<file path="config.mk">
export PLATFORM = sky130hd
export DESIGN_NAME = int_ctrl
export DESIGN_NICKNAME = d
export VERILOG_FILES = /design/src/rtl/int_ctrl.sv
export SDC_FILE = /design/constraint.sdc
export NUM_CORES = 1
export LEC_CHECK = 0
export CORE_ASPECT_RATIO = 0.75
export CORE_MARGIN = 4
export CORE_UTILIZATION = 39
export CTS_CLUSTER_DIAMETER = 150
export DETAILED_ROUTE_END_ITERATION = 7
export GPL_TIMING_DRIVEN = 0
export HOLD_SLACK_MARGIN = 0.1
export PLACE_DENSITY_LB_ADDON = 0.1
export RECOVER_POWER = 25
export SYNTH_ARGS = -nofsm -noshare
export SYNTH_HDL_FRONTEND = slang
export SYNTH_SLANG_ARGS = --single-unit
</file>
<file path="constraint.sdc">
create_clock -name clk -period 2.2 [get_ports clk]
set_clock_uncertainty 0.15 [all_clocks]
set_input_delay 0.33 -clock clk [delete_from_list [all_inputs] [get_ports clk]]
set_output_delay 0.33 -clock clk [all_outputs]
set_load 0.01 [all_outputs]
</file>
<file path="src/rtl/int_ctrl.sv">
// Interrupt controller: edge-detected sources, mask/pending registers, and a
// hold/ack handshake with the decoder before the core enters the handler.
module int_ctrl #(
    parameter int NSRC   = 4,
    parameter int TO_CYC = 16
) (
    input  logic            clk,
    input  logic            rst,
    input  logic [NSRC-1:0] irq_in,
    input  logic            we,
    input  logic [4:0]      addr,
    input  logic [31:0]     wd,
    output logic [31:0]     rd,
    input  logic            hold_ack,
    output logic            hold,
    output logic            exl,
    output logic            iv,
    output logic [2:0]      irq_id
);
    localparam int CW = $clog2(TO_CYC + 1);
    localparam logic [4:0] A_MASK = 5'b11000;
    localparam logic [4:0] A_PEND = 5'b11001;
    localparam logic [4:0] A_CAUSE = 5'b11010;
    localparam logic [4:0] A_ACK = 5'b11011;

    typedef enum logic [1:0] {IDLE = 2'd0, REQ = 2'd1, SVC = 2'd2, DONE = 2'd3} state_t;

    state_t          state;
    logic [NSRC-1:0] prev, pending, mask, active, set_v, clr_v, ack_clr;
    logic            armed, to_err;
    logic [CW-1:0]   cnt;
    logic [7:0]      act8;
    logic [2:0]      first_id;
    logic            wr_mask, wr_pend, wr_ack;

    assign wr_mask = we && (addr == A_MASK);
    assign wr_pend = we && (addr == A_PEND);
    assign wr_ack  = we && (addr == A_ACK);
    assign active  = pending & mask;
    assign act8    = 8'(active);
    assign ack_clr = NSRC'(8'd1 << irq_id);

    // armed holds off edge detection until prev has captured irq_in once after reset
    assign set_v = irq_in & ~prev & {NSRC{armed}};
    assign clr_v = (wr_pend ? wd[NSRC-1:0] : '0) |
                   ((wr_ack && state == SVC) ? ack_clr : '0);

    always_comb begin
        first_id = 3'd0;
        for (int i = NSRC - 1; i >= 0; i--)
            if (active[i]) first_id = 3'(i);
    end

    always_ff @(posedge clk or posedge rst) begin
        if (rst) begin
            prev    <= '0;
            armed   <= 1'b0;
            pending <= '0;
            mask    <= '0;
        end else begin
            prev    <= irq_in;
            armed   <= 1'b1;
            pending <= (pending & ~clr_v) | set_v;
            if (wr_mask) mask <= wd[NSRC-1:0];
        end
    end

    always_ff @(posedge clk or posedge rst) begin
        if (rst) begin
            state  <= IDLE;
            irq_id <= 3'd0;
            cnt    <= '0;
            to_err <= 1'b0;
            hold   <= 1'b0;
            exl    <= 1'b0;
            iv     <= 1'b0;
        end else begin
            if (wr_pend && wd[31]) to_err <= 1'b0;
            case (state)
                IDLE: begin
                    hold <= 1'b0;
                    exl  <= 1'b0;
                    iv   <= 1'b0;
                    if (|active) begin
                        irq_id <= first_id;
                        cnt    <= '0;
                        state  <= REQ;
                        hold   <= 1'b1;
                    end
                end
                REQ: begin
                    cnt <= cnt + 1'b1;
                    if (hold_ack) begin
                        state <= SVC;
                        hold  <= 1'b0;
                        exl   <= 1'b1;
                        iv    <= (irq_id == 3'd0);
                    end else if (!act8[irq_id]) begin
                        state <= IDLE;
                        hold  <= 1'b0;
                    end else if (cnt == CW'(TO_CYC - 1)) begin
                        // a timeout on the same edge as a clearing write keeps to_err set
                        state  <= IDLE;
                        hold   <= 1'b0;
                        to_err <= 1'b1;
                    end
                end
                SVC: begin
                    if (wr_ack) begin
                        state <= DONE;
                        exl   <= 1'b0;
                        iv    <= 1'b0;
                    end
                end
                default: state <= IDLE;
            endcase
        end
    end

    always_comb begin
        rd = 32'd0;
        case (addr)
            A_MASK:  rd[NSRC-1:0] = mask;
            A_PEND:  rd[NSRC-1:0] = pending;
            A_CAUSE: rd = {(state != IDLE), 25'd0, to_err, irq_id, state};
            default: rd = 32'd0;
        endcase
    end
endmodule

</file>
==> impl_results.md <==
* Result of the run: finished, final reports clean
* Worst flop-to-flop path endpoint: hold
* Overall die height at roughly 62 um
* Startpoint of the most critical setup path: addr[1]
* Mean cell area of the mapped netlist at roughly 9.3 sq um
* Most common cell in the synthesized netlist: buf_4
* Clock tree from TritonCTS: done
* Worst vdd ir at 0.3459 mV
* Leakage power total at 1.046 nW
* Cell area after synthesis at about 1500 sq um
* Wire length per cell at 12.61 um
* Worst R2R Path Depth at 5
* Endpoint required time on the critical path at about 1.7 ns
* Post-synth top area share at 0.4217
* Number of clock buffers inserted by TritonCTS at 3
* Slew Limit Headroom at 0.3400
* Portion of the clock cycle consumed by the worst path in the final layout at 0.9523
* Leftover overflow at the end of global routing at 0
* Maximum Capacitance Violations at 0
* Total DRC errors in the routed layout at 0
* Count of pins over their slew limit at 0
* Min-delay worst type: reg2reg
* Worst setup slack for register-to-register paths at ~0.34 ns
* Initial core utilization at 0.4133
* Ratio of cells with drive above 1 in the final layout at 0.2468
* Via count at between 1k and 1.5k
* Routability-driven placement congestion ratio at about 0.80
* Maximum achievable frequency at around 0.48 GHz
* Final min period at about 2.1 ns
* Cell count after synthesis at 165
* Area of the multi-input gates at roughly 760 sq um
* Final wirelength at about 3600 um
* Final hold violations at 0
* Antenna violations before repair at 0
* Number of detailed-routing iterations run before antenna repair at 4
* Endpoint of the most critical setup path: rd[1]
* Critical path, cell by cell: clkbuf_2 -> or3b_4 -> nor3b_4 -> buf_4 -> buf_4 -> a22oi_1 -> nand2_1 -> buf_2
* Filler instances at approximately 360
* Via/cell ratio at ~4.6
* Crit-path most repeated cell: buf_4
* Post-synth top area cell: dfrtp_1
* X dimension of the die at around 81 um
* PnR Total Power at ~1.6 mW
* Hold_ws at between 0.2 and 0.3 ns
* Synth Flop Type: dfrtp_1
* CTS Buffer Depth at 2
* Part of the Yosys area used for sequential elements at 0.4217
* Startpoint types: input pin
* Placeable core region at 3732 sq um
* Count of buffers from port buffering at 28
* Clock Pin Slew Worst Setup and Hold Paths at about 0.080 ns
* Area overhead of the layout relative to synthesis at 34.55%
* Clock sink count at 26
* Worst Path Class, Setup: in2out
* Most used standard cells in the synthesized netlist: buf_4 (27), dfrtp_1 (26), nand2_1 (23), o21ai_0 (12), inv_1 (9)
* Total power density per cell area at about 770 nW/um^2
* Yosys warning total at 0
* Unrepaired setup endpoints after global routing: no
* Number of core rows at 19
* Async set-or-reset flop fraction in the synthesized netlist at 1.000
* Flip-flop and latch count after synthesis at 26
* Overall die area at between 5000 and 6000 sq um
* # diodes at 0
* Highest-delay cell along the critical path: or3b_4
* Signal arrival time at the worst endpoint at approximately 1.6 ns
* Slowest cell delay on critical path at between 0.4 and 0.5 ns
* Maximum number of pins on one net before global-route repair at 27
* Violation count after the first detailed-routing iteration at 96
* Library cell used as clock root buffer: clkbuf_8
* Vias in the first global route at roughly 1.3k
* Skew-Pair Late Insertion Delay at roughly 0.27 ns
* Number of enable flip-flop cells after synthesis at 0
* Launch instance of the worst register-to-register path: irq_id[1]
* H-tree levels at 1
* Total number of nets in the final design at approximately 280
* I/O pin cnt at 83
* Ranking of synthesized cells by area: dfrtp_1 (42%), buf_4 (13%), nand2_1 (5.6%)
* Number of setup violations in the final report at 0
* Global-route wire length before repair at slightly below 6000 um
* Endpoint class of the critical path: output pin
* Highest fanout seen on the critical path at 2
* Half-perimeter wire length after placement at between 2000 and 3000 um
* Distinct cell type count of the synthesized netlist at 35
* Combined global-route utilization of all metal layers at 0.1460
* Flip-flop and latch area at 650.6 sq um
* Post-cts hold buffer count at 0
* Slew at the pin closest to its max-slew limit at a little under 1 ns
* Number of nets still failing antenna checks after routing at 0
placed cells by master, fill, tap and decap left out, types with 3 or more instances in the layout:
| cell type | count |
|---|---|
| nor2_1 | 4 |
| conb_1 | 28 |
| clkbuf_1 | 3 |
| dlygate4sd3_1 | 6 |
| a22o_1 | 3 |
| a21oi_1 | 3 |
| clkdlybuf4s50_1 | 12 |
| buf_2 | 4 |
| a22oi_1 | 4 |
| clkbuf_2 | 3 |
| nor3_1 | 3 |
| nand2_1 | 23 |
| inv_1 | 9 |
| clkbuf_8 | 4 |
| nand3b_1 | 3 |
| o21ai_0 | 12 |
| nand3_1 | 6 |
| nor2b_1 | 6 |
| mux2_4 | 4 |
| buf_4 | 35 |
| dlygate4sd2_1 | 3 |
| dfrtp_1 | 26 |
| a32o_1 | 3 |
layout make-up:
| cell class | instances | share of cell area |
|---|---|---|
| Multi-Input combinational cell | 126 | 0.3641 |
| Tap cell | 52 | 0.03134 |
| Inverter | 9 | 0.01627 |
| Sequential cell | 26 | 0.3134 |
| Clock buffer | 4 | 0.02652 |
| Timing Repair Buffer | 36 | 0.1453 |
| Buffer | 30 | 0.1031 |
logic make-up (layout without fill, tap and decap cells):
family	count (synthesis)	in the layout	share of synthesized area
buffers and inverters	39	79	0.1606
DFF	26	26	0.4217
AOI/OAI and AO/OA	34	34	0.1533
other	2	28	0.004868
muxes	5	5	0.04542
adders and majority gates	2	2	0.01622
and+or+nand+nor	57	57	0.1979
worst min path at each step:
stage                   start    endpoint  depth (start not counted)
floorplan           irq_in[0]     prev[0]                          0
global route          prev[2]  pending[2]                          1
finish                prev[2]  pending[2]                          1
global placement      prev[2]  pending[2]                          1
detailed placement    prev[2]  pending[2]                          1
CTS                   prev[2]  pending[2]                          1
registers in the layout, summed over array words and instances, names as in the netlist:
signal / flops
hold: 1
prev: 4
exl: 1
mask: 4
state: 2
pending: 4
armed: 1
to_err: 1
cnt: 5
iv: 1
irq_id: 2
power breakdown:
part | switching, mW | internal (mW)
Clock | 0.150 | 0.160
Sequential | 0.0951 | 0.579
Combinational | 0.324 | 0.281
Total | 0.569 | 1.02
critical path: cells and delay by family:
| family | cells | cell delay [ns] |
|---|---|---|
| AO/OA/AOI/OAI | 1 | 0.08 |
| AND/OR/NAND/NOR | 3 | 0.73 |
| buffers and inverters | 4 | 0.47 |
routing by layer:
| layer | GRT usage | vias up | routed length (um) |
|---|---|---|---|
| met4 | 0.04008 | 0 | 19 |
| li1 | - | 642 | - |
| met3 | 0.04179 | 3 | 357 |
| met1 | 0.1982 | 600 | 1613 |
| met2 | 0.2262 | 68 | 1579 |
| met5 | 0 | - | 0 |
metrics by stage:
step | util | TNS, ns | setup slack (ns) | instance area [sq um] | cells
after floorplan | - | 0 | 0.4355 | 1640 | 191
after global placement | 0.5320 | -3.691 | -0.6128 | 1986 | 271
after detailed placement | 0.5320 | -4.048 | -0.6623 | 1986 | 271
after CTS | 0.5598 | 0 | 0.01029 | 2090 | 283
after global routing | 0.5562 | 0 | 0.03265 | 2076 | 283
final | 0.5562 | 0 | 0.1050 | 2076 | 283
what timing repair did:
item | CTS | global route
endpoints found under the setup margin | 6 | 2
setup buffers | 8 | 0
pin swaps | 4 | 4
gates resized for setup | 27 | 4
Power figures use the tool's default switching activity.
